File: config.mk
export PLATFORM = sky130hd
export DESIGN_NAME = seq_110_gen
export DESIGN_NICKNAME = d
export VERILOG_FILES = /design/src/rtl/seq_110_gen.sv
export SDC_FILE = /design/constraint.sdc
export NUM_CORES = 1
export LEC_CHECK = 0
export CAP_MARGIN = 40
export CORE_AREA = 2 2 39 41
export DETAILED_ROUTE_END_ITERATION = 10
export DIE_AREA = 0 0 41 43
export HOLD_SLACK_MARGIN = 0.15
export PLACE_DENSITY = 0.89
export SLEW_MARGIN = 20
export SYNTH_ARGS = -nofsm -noshare
export SYNTH_HDL_FRONTEND = slang
export SYNTH_SLANG_ARGS = --single-unit
File: constraint.sdc
create_clock -name clk -period 4.4 [get_ports clk]
set_input_delay 0.44 -clock clk [delete_from_list [all_inputs] [get_ports clk]]
set_output_delay 0.44 -clock clk [all_outputs]
set_load 0.005 [all_outputs]
File: src/rtl/seq_110_gen.sv
// rtl/seq_110_gen.sv - Moore FSM emitting count back-to-back "110" frames on a serial line.
// Define SEQ_110_GEN_GAP_EN to insert GAP_LEN idle cycles between frames.
module seq_110_gen #(
  parameter int GAP_LEN = 2
) (
  input  logic       clk,
  input  logic       rst,
  input  logic       start,
  input  logic [3:0] count,
  input  logic       abort,
  output logic       dout,
  output logic       valid,
  output logic       busy,
  output logic       done,
  output logic [3:0] frames_sent
);

  typedef enum logic [2:0] {
    IDLE = 3'd0,
    B1   = 3'd1,
    B2   = 3'd2,
    B0   = 3'd3,
`ifdef SEQ_110_GEN_GAP_EN
    GAP  = 3'd5,
`endif
    DONE = 3'd4
  } state_t;

  state_t     state, state_next;
  logic [3:0] remaining;
  logic       accept;

  assign accept = (state == IDLE) && start && (count != 4'd0);

`ifdef SEQ_110_GEN_GAP_EN
  logic [3:0] gap_cnt;
`else
  localparam int unused_gap_len = GAP_LEN;
`endif

  always_comb begin
    state_next = state;
    case (state)
      IDLE: if (accept) state_next = B1;
      B1:   state_next = B2;
      B2:   state_next = B0;
      B0: begin
        // remaining still holds the pre-decrement value here
        if (remaining > 4'd1) begin
`ifdef SEQ_110_GEN_GAP_EN
          state_next = GAP;
`else
          state_next = B1;
`endif
        end else begin
          state_next = DONE;
        end
      end
`ifdef SEQ_110_GEN_GAP_EN
      GAP:  if (gap_cnt <= 4'd1) state_next = B1;
`endif
      DONE: state_next = IDLE;
      default: state_next = IDLE;
    endcase
    if (abort && (state != IDLE)) state_next = IDLE;
  end

  always_ff @(posedge clk or posedge rst) begin
    if (rst) begin
      state       <= IDLE;
      remaining   <= 4'd0;
      frames_sent <= 4'd0;
    end else begin
      state <= state_next;
      if (accept) begin
        remaining   <= count;
        frames_sent <= 4'd0;
      end else if ((state == B0) && !abort) begin
        frames_sent <= frames_sent + 4'd1;
        if (remaining != 4'd0) remaining <= remaining - 4'd1;
      end
    end
  end

`ifdef SEQ_110_GEN_GAP_EN
  always_ff @(posedge clk or posedge rst) begin
    if (rst) begin
      gap_cnt <= 4'd0;
    end else if ((state == B0) && (state_next == GAP)) begin
      gap_cnt <= 4'(GAP_LEN);
    end else if ((state == GAP) && (gap_cnt != 4'd0)) begin
      gap_cnt <= gap_cnt - 4'd1;
    end
  end
`endif

  always_comb begin
    dout  = 1'b0;
    valid = 1'b0;
    busy  = 1'b1;
    done  = 1'b0;
    case (state)
      IDLE: busy = 1'b0;
      B1: begin
        dout  = 1'b1;
        valid = 1'b1;
      end
      B2: begin
        dout  = 1'b1;
        valid = 1'b1;
      end
      B0:   valid = 1'b1;
      DONE: done = 1'b1;
      default: ;
    endcase
  end

endmodule

# After elaboration in Yosys (flattened, before gate mapping)
# Index checks and enable logic that the tools add are counted.
word_totals:
  in_bits: 8
  word_cells: 38
  register_bits: 11
  out_inout_bits: 8
op_classes:
  n_lt_le_gt_ge: 1
  n_reduce_logical: 14
  add_sub_neg: 2
  n_mux: 13
  n_eq_ne: 5
op_table:
  columns: ["operator", "count"]
  rows:
  - ["two-way mux 4 bit", 5]
  - ["case mux 3 bit (4 select lines)", 1]
  - ["two-way mux 3 bit", 3]
  - ["nonzero test 4 bit", 2]
  - ["== test 3 x 2 -> 1 bit (second input constant)", 2]
  - ["adder 4 x 1 -> 4 bit (second input constant)", 1]
  - ["greater-than comparator 4 x 1 -> 1 bit (second input constant)", 1]
  - ["logical AND 1 bit", 4]
  - ["two-way mux 1 bit", 4]
  - ["nonzero test 2 bit", 2]
  - ["subtractor 4 x 1 -> 4 bit (second input constant)", 1]
  - ["== test 3 x 1 -> 1 bit (second input constant)", 1]
  - ["== test 3 bit (second input constant)", 1]
  - ["zero test 3 bit", 1]
  - ["!= test 3 x 2 -> 1 bit (second input constant)", 1]
  - ["nonzero test 3 bit", 1]
  - ["OR reduction 3 bit", 1]
  - ["AND reduction 2 bit", 1]
  - ["OR reduction 2 bit", 1]
  - ["zero test 1 bit", 1]

# Longest topological paths before layout
logic_depth:
  depth_word: 6
  depth_mapped: 5
  mapped_depth_nobuf: 5

# Worst setup path before layout
# OpenSTA, ideal clock, no wires.
synth_timing:
  path_type: "register to register"
  start: "register state[0]"
  end: "register remaining[3]"
  arrival_ns: 1.630
  setup_time_ns: 0.139
  n_path_buf: 1
  path_slack_ns: 2.631
  synth_period_minus_slack_ns: 1.769
  stages_incl_launch_ff: 5
  cell_sequence: "dfrtp_1 or4b_1 clkbuf_2 o211ai_2 or4b_1"
synth_between:
  elab_chain_len: 5
synth_rtl:
  columns: ["element", "line_no", "text"]
  rows:
  - ["start: declaration", "29", "state_t state, state_next;"]
  - ["start signal: assignment", "74", "state <= state_next;"]
  - ["zero test 3 bit", "33", "assign accept = (state == IDLE) && start && (count != 4'd0);"]
  - ["logical AND 1 bit (2 in a row)", "33", null]
  - ["nonzero test 2 bit (no source line)", null, null]
  - ["AND reduction 2 bit (no source line)", null, null]
  - ["end signal: assignment", "76", "remaining <= count;"]
  - ["end signal: assignment", "80", "if (remaining != 4'd0) remaining <= remaining - 4'd1;"]
  - ["end: declaration", "30", "logic [3:0] remaining;"]
# Parallel ways exist; a longest one is shown, timed or not.
# A chain may end at the register's enable or synchronous reset.

# Worst setup path in the final report
layout_timing:
  start: "input abort"
  end: "register remaining[3]"
layout_between:
  elab_chain_len: 4
layout_rtl:
  columns: ["element", "line_no", "text"]
  rows:
  - ["start: declaration", "10", "input logic abort,"]
  - ["zero test 1 bit", "78", "end else if ((state == B0) && !abort) begin"]
  - ["logical AND 1 bit", "78", null]
  - ["nonzero test 2 bit (no source line)", null, null]
  - ["AND reduction 2 bit (no source line)", null, null]
# No other way between the ends.

==> run summary <==
Tot GR Track Use - 16.89%
ys async rst share - 100.0%
adder-cell share of the synthesized area - 5.814%
H-tree levels - 1
Rows - 14
Leakage Power - 0.3638 nW
chip width - 41 um
total of max-cap violations - 0
fraction of final layout cells sized beyond drive strength 1 - 8.235%
crit end category - register
Setup Total Neg Slack - 0 ps
Peak VDD IR - 249.9 uV
Worst Skew - 3.178 ps
Post-Synthesis Cell Area - 645.6 um2
Post-DP HPWL - 966.6 um
outcome - complete, no violations
most numerous cell in the Yosys netlist - dfrtp_1
core area - 1384 um2
Hold-fix buffers, CTS - 0
number of remaining DRC errors - 0
Post-synth top cells - 11 x dfrtp_1, 9 x nor2_1, 7 x inv_1
CTS tree - yes
Synth area leader - dfrtp_1
Hold Fails Final Rpt - 0
total power - 435.3 uW
Syn Nets - 79
Initial Util - 46.65%
top_reg_cell synth - dfrtp_1
clock buffer depth - 2
die area - 1763 um2
main area contributors after synthesis - dfrtp_1 43%, ha_1 5.8%, nor2_1 5.2%
Worst EP required - 4540 ps
Compound-Gate Fraction of Synth Area - 15.50%
routed vias/inst - 5.683
reg-to-reg startpoint - state[2]$_DFFE_PP0P_
port bufs - 15
largest family of logic cells by synthesized area - simple AND/OR/NAND/NOR gates
Crit Path Max Fanout - 16
register area share after synthesis - 42.64%
final setup fails - 0
Simple-Gate Fraction of Synth Area - 26.36%
Routed Antenna Nets - 0
GPL Wtd Cong - 0.8430
Setup WS pre-CTS - 2053 ps
Fmax achieved - 0.4802 GHz
Critical Path Start - abort
Slew Viols, Final - 0
final period utilization - 47.32%
ant diodes - 0
EDFF count, synth - 0
FF-to-FF End - remaining[3]$_DFFE_PP0P_
synthesis-to-layout area growth - 29.07%
Avg Inst Size Synth - 9.494 um2
CTS Buf Count - 3
vias in the first global route - 509
relative slew slack - 51.85%
Die Span Y - 43 um
Congestion Overflow GR - 0
layout net count - 97
power density cells - 522.4 nW/um2
Post-CTS Setup Bufs - 0
Syn Inst Count - 68
Clk Latency, worst-skew pair - 270 ps
Post-Synth XOR/XNOR Area - 2.713%
worst slew pin tran - 715.6 ps
Iter 0 DRT Violations - 19
initial antenna violation count - 0
total clock sinks - 11
startpoint types - input port
Critical Path End - remaining[3]$_DFFE_PP0P_
Final WS setup - 2318 ps
largest net degree at the start of global routing - 17
Clk pin slew, worst setup/hold paths - 70 ps
boundary pin count - 16
top cell type's share of synthesized area - 42.64%
synthesis warning total - 0
drt pass-1 iters - 3
Worst R2R Path Depth - 3
final WL - 1.265 mm
#FFs+latches synth - 11
total number of vias - 574
mux cell area share after synthesis - 1.550%
Critical Path AT - 2220 ps
flop2flop setup slack - 2500 ps
Setup Crit Path Kind - in -> reg
min cycle time layout - 2082 ps
Min-Delay Path Class - in -> async
first-pass GRT wire length - 2.035 mm
post_cts resized - 0
CTS root buffer - clkbuf_4
RSZ-0062 raised after global routing - false
Avg WL per Cell - 12.52 um
Synth cell types - 31
## cells in the final DEF (no fill, tap or decap), types with 3 or more instances in the layout
| master | count |
|---|---|
| or3_1 | 3 |
| clkdlybuf4s50_1 | 15 |
| nor3b_1 | 3 |
| dfrtp_1 | 11 |
| o21ai_0 | 3 |
| clkbuf_4 | 3 |
| inv_1 | 7 |
| ha_1 | 3 |
| nor2_1 | 9 |
## registers in the layout (all words and copies together) (netlist names)
name / flops
frames_sent: 4
remaining: 4
state: 3
## critical path: stages
cell and delay (ps):
clkdlybuf4s50_1 450, nand4bb_1 660, o211ai_2 230, or4b_1 440
## per-stage QoR
| stage | area [um2] | util (%) | std cells | hold slack (ps) |
|---|---|---|---|---|
| after floorplan | 645.6 | - | 68 | 292.4 |
| after CTS | 833.3 | 60.22 | 101 | 467.3 |
| final | 833.3 | 60.22 | 101 | 456.2 |
| after global routing | 833.3 | 60.22 | 101 | 515.9 |
| after detailed placement | 807.0 | 58.32 | 97 | 554.3 |
| after global placement | 807.0 | 58.32 | 97 | 539.2 |
## how the worst min path moves through the flow
| stage | end | slack, ps | cells past startpoint | from |
|---|---|---|---|---|
| 2_1_floorplan | frames_sent[0]$_DFFE_PP0P_ | 290 | 1 | rst |
| 3_3_place_gp | frames_sent[3]$_DFFE_PP0P_ | 540 | 2 | frames_sent[3]$_DFFE_PP0P_ |
| 3_5_place_dp | state[1]$_DFFE_PP0P_ | 550 | 1 | state[2]$_DFFE_PP0P_ |
| 4_1_cts | frames_sent[3]$_DFFE_PP0P_ | 470 | 2 | rst |
| 5_1_grt | frames_sent[2]$_DFFE_PP0P_ | 520 | 2 | rst |
| 6_report | frames_sent[3]$_DFFE_PP0P_ | 460 | 2 | rst |
## cell families (layout without fill, tap and decap cells)
logic type,Yosys count,count (layout)
compound gates,13,13
xor+xnor,2,2
fa+ha+maj,3,3
buf+inv,9,26
flops,11,11
mux,1,1
simple gates,29,29
## layout make-up
cell class	count	area, um2
fill	132	550.5
tap	16	20.02
clock buffer	4	26.28
timing repair buffer	15	150.1
multi-input combinational	48	335.3
sequential	11	275.3
inverter	7	26.28
## per-layer routing
layer	routed length (um)	global-route usage, %	up-vias
li1	-	-	283
met1	581	21.81	270
met2	604	25.00	16
met3	46	3.141	5
met4	33	10.00	0
met5	0	0	-
## power by group
group	switching (mW)	internal, mW
sequential	0.0418	0.131
combinational	0.0834	0.111
clock	0.0332	0.0351
total	0.158	0.277
(Power assumes the default switching activity.)
==> RTL edit (same settings) <==
Encoding of `state_t`: now one-hot (5 bits for 5 states).
--- a/src/rtl/seq_110_gen.sv
+++ b/src/rtl/seq_110_gen.sv
@@ -17,7 +17,7 @@
 
-  typedef enum logic [2:0] {
-    IDLE = 3'd0,
-    B1   = 3'd1,
-    B2   = 3'd2,
-    B0   = 3'd3,
+  typedef enum logic [4:0] {
+    IDLE = 5'b00001,
+    B1   = 5'b00010,
+    B2   = 5'b00100,
+    B0   = 5'b01000,
 `ifdef SEQ_110_GEN_GAP_EN
@@ -25,3 +25,3 @@
 `endif
-    DONE = 3'd4
+    DONE = 5'b10000
   } state_t;
Formal check against the unedited RTL: no difference found for any inputs over 10 cycles, from zero or initial values and one cycle with rst high; not proved beyond that.
==> RTL edit against the unedited design <==
Wire length increased by 23%. Via count increased by 12%. Setup slack got worse by 0.56 ns. Area after synthesis increased by 13%. Sequential cell count increased by 2. Final area increased by 9.8%. Fmax decreased by 21%. Power decreased by 9.2%. Register-to-register slack about the same. First-iteration DRC count decreased by 26%. Largest cell class unchanged. Largest power group is now sequential cells. Highest routed layer unchanged.
==> RTL edit: results (changes against the unedited design) <==
* Worst flop-to-flop path endpoint: remaining[0]
* Share of cells above drive strength 1 at 7.527% (-0.71 points)
* Syn_nets at 88 (+11%)
* First drt pass iteration count at 4 (+1)
* Cell variety after synth at 34 (+9.7%)
* Post-synth top cells: 12 x dfrtp_1, 9 x nor2_1, 7 x inv_1
* Crit-path max FO at 8 (-8)
* Pre-CTS setup slack at 2.053 ns (-0.0007100 ns)
* Cell depth of the worst flop-to-flop path at 4 (+1)
* WHS at 0.4884 ns (+0.03213 ns)
* Non-Filler Instances at 109 (+7.9%)
* Largest net degree at the start of global routing at 14 (-3)
* Layout Skew at 0.002343 ns (-0.0008352 ns)
* Fillers at 123 (-6.8%)
* HPWL after DPL at 1200 um (+24%)
* DR iter-0 viols at 14 (-5)
* Ranking of synthesized cells by area: dfrtp_1 41%, ha_1 5.1%, nor2_1 4.6%
* All-Layer GR Usage at 23.13% (+6.2 points)
* Slowest stage delay, CP at 0.50 ns (-0.16 ns)
* Status: completed
* Largest registers: state: 5 flops, frames_sent: 4 flops, remaining: 4 flops
* Max VDD drop at 0.0002720 V (+8.9%)
* Worst Setup SP: state[1]
* Post-Syn Instances at 77 (+13%)
* Slowest CP cell: clkdlybuf4s50_1
* Placed Instance Area at 888.4 um^2 (+10%)
## RTL edit: changes by cell type in the layout (fill, tap and decap cells not counted), moves of 2 or more
| cell | delta |
|---|---|
| nor4_1 | -2 |
| o31ai_1 | +2 |
| nor3_1 | +3 |
| a22o_1 | +2 |
| a21oi_1 | +2 |
| o21ai_0 | -2 |
| or2_2 | +2 |
| nor3b_1 | -2 |
## RTL edit: cells by family after synthesis
family / count (synthesis) / synth area share, %
XOR/XNOR: 3 / 3.597
adder cells (fa/ha/maj): 3 / 5.138
AND/OR/NAND/NOR: 31 / 23.80
multiplexers: 2 / 2.911
flip-flops: 13 / 44.69
buffers and inverters: 10 / 5.307
AO/OA/AOI/OAI: 15 / 14.56
## RTL edit: power breakdown
part | leakage (nW) | switching, mW | internal, mW
clock | 0.0150 | 0.0378 | 0.0351
combinational | 0.210 | 0.0812 | 0.0680
sequential | 0.169 | 0.0253 | 0.148
## RTL edit: cell type report
cell class | instances | share of cell area (%)
Sequential cell | 13 | 35.70
Tap cell | 16 | 2.189
Timing Repair Buffer | 15 | 16.42
Inverter | 7 | 2.873
Multi-Input combinational cell | 54 | 39.95
Clock buffer | 4 | 2.873
## RTL edit: per-layer routing
layer | track usage (%) | up-vias | routed length (um)
met3 | 6.806 | 4 | 67
met1 | 25.34 | 310 | 649
met5 | 0 | - | 0
li1 | - | 308 | -
met4 | 14.67 | 0 | 35
met2 | 36.56 | 19 | 797
## RTL edit: worst register-to-register path, delay by kind of cell (launching register included)
family | cells | cell delay, ns
DFF | 1 | 0.43
AOI/OAI and AO/OA | 2 | 0.62
and+or+nand+nor | 2 | 0.74
## RTL edit: how the worst max path moves through the flow
stage,endpoint,slack [ns]
floorplan,valid,2.60
CTS,valid,1.76
detailed placement,remaining[0],2.05
global placement,valid,2.11
finish,valid,1.76
global route,valid,1.66
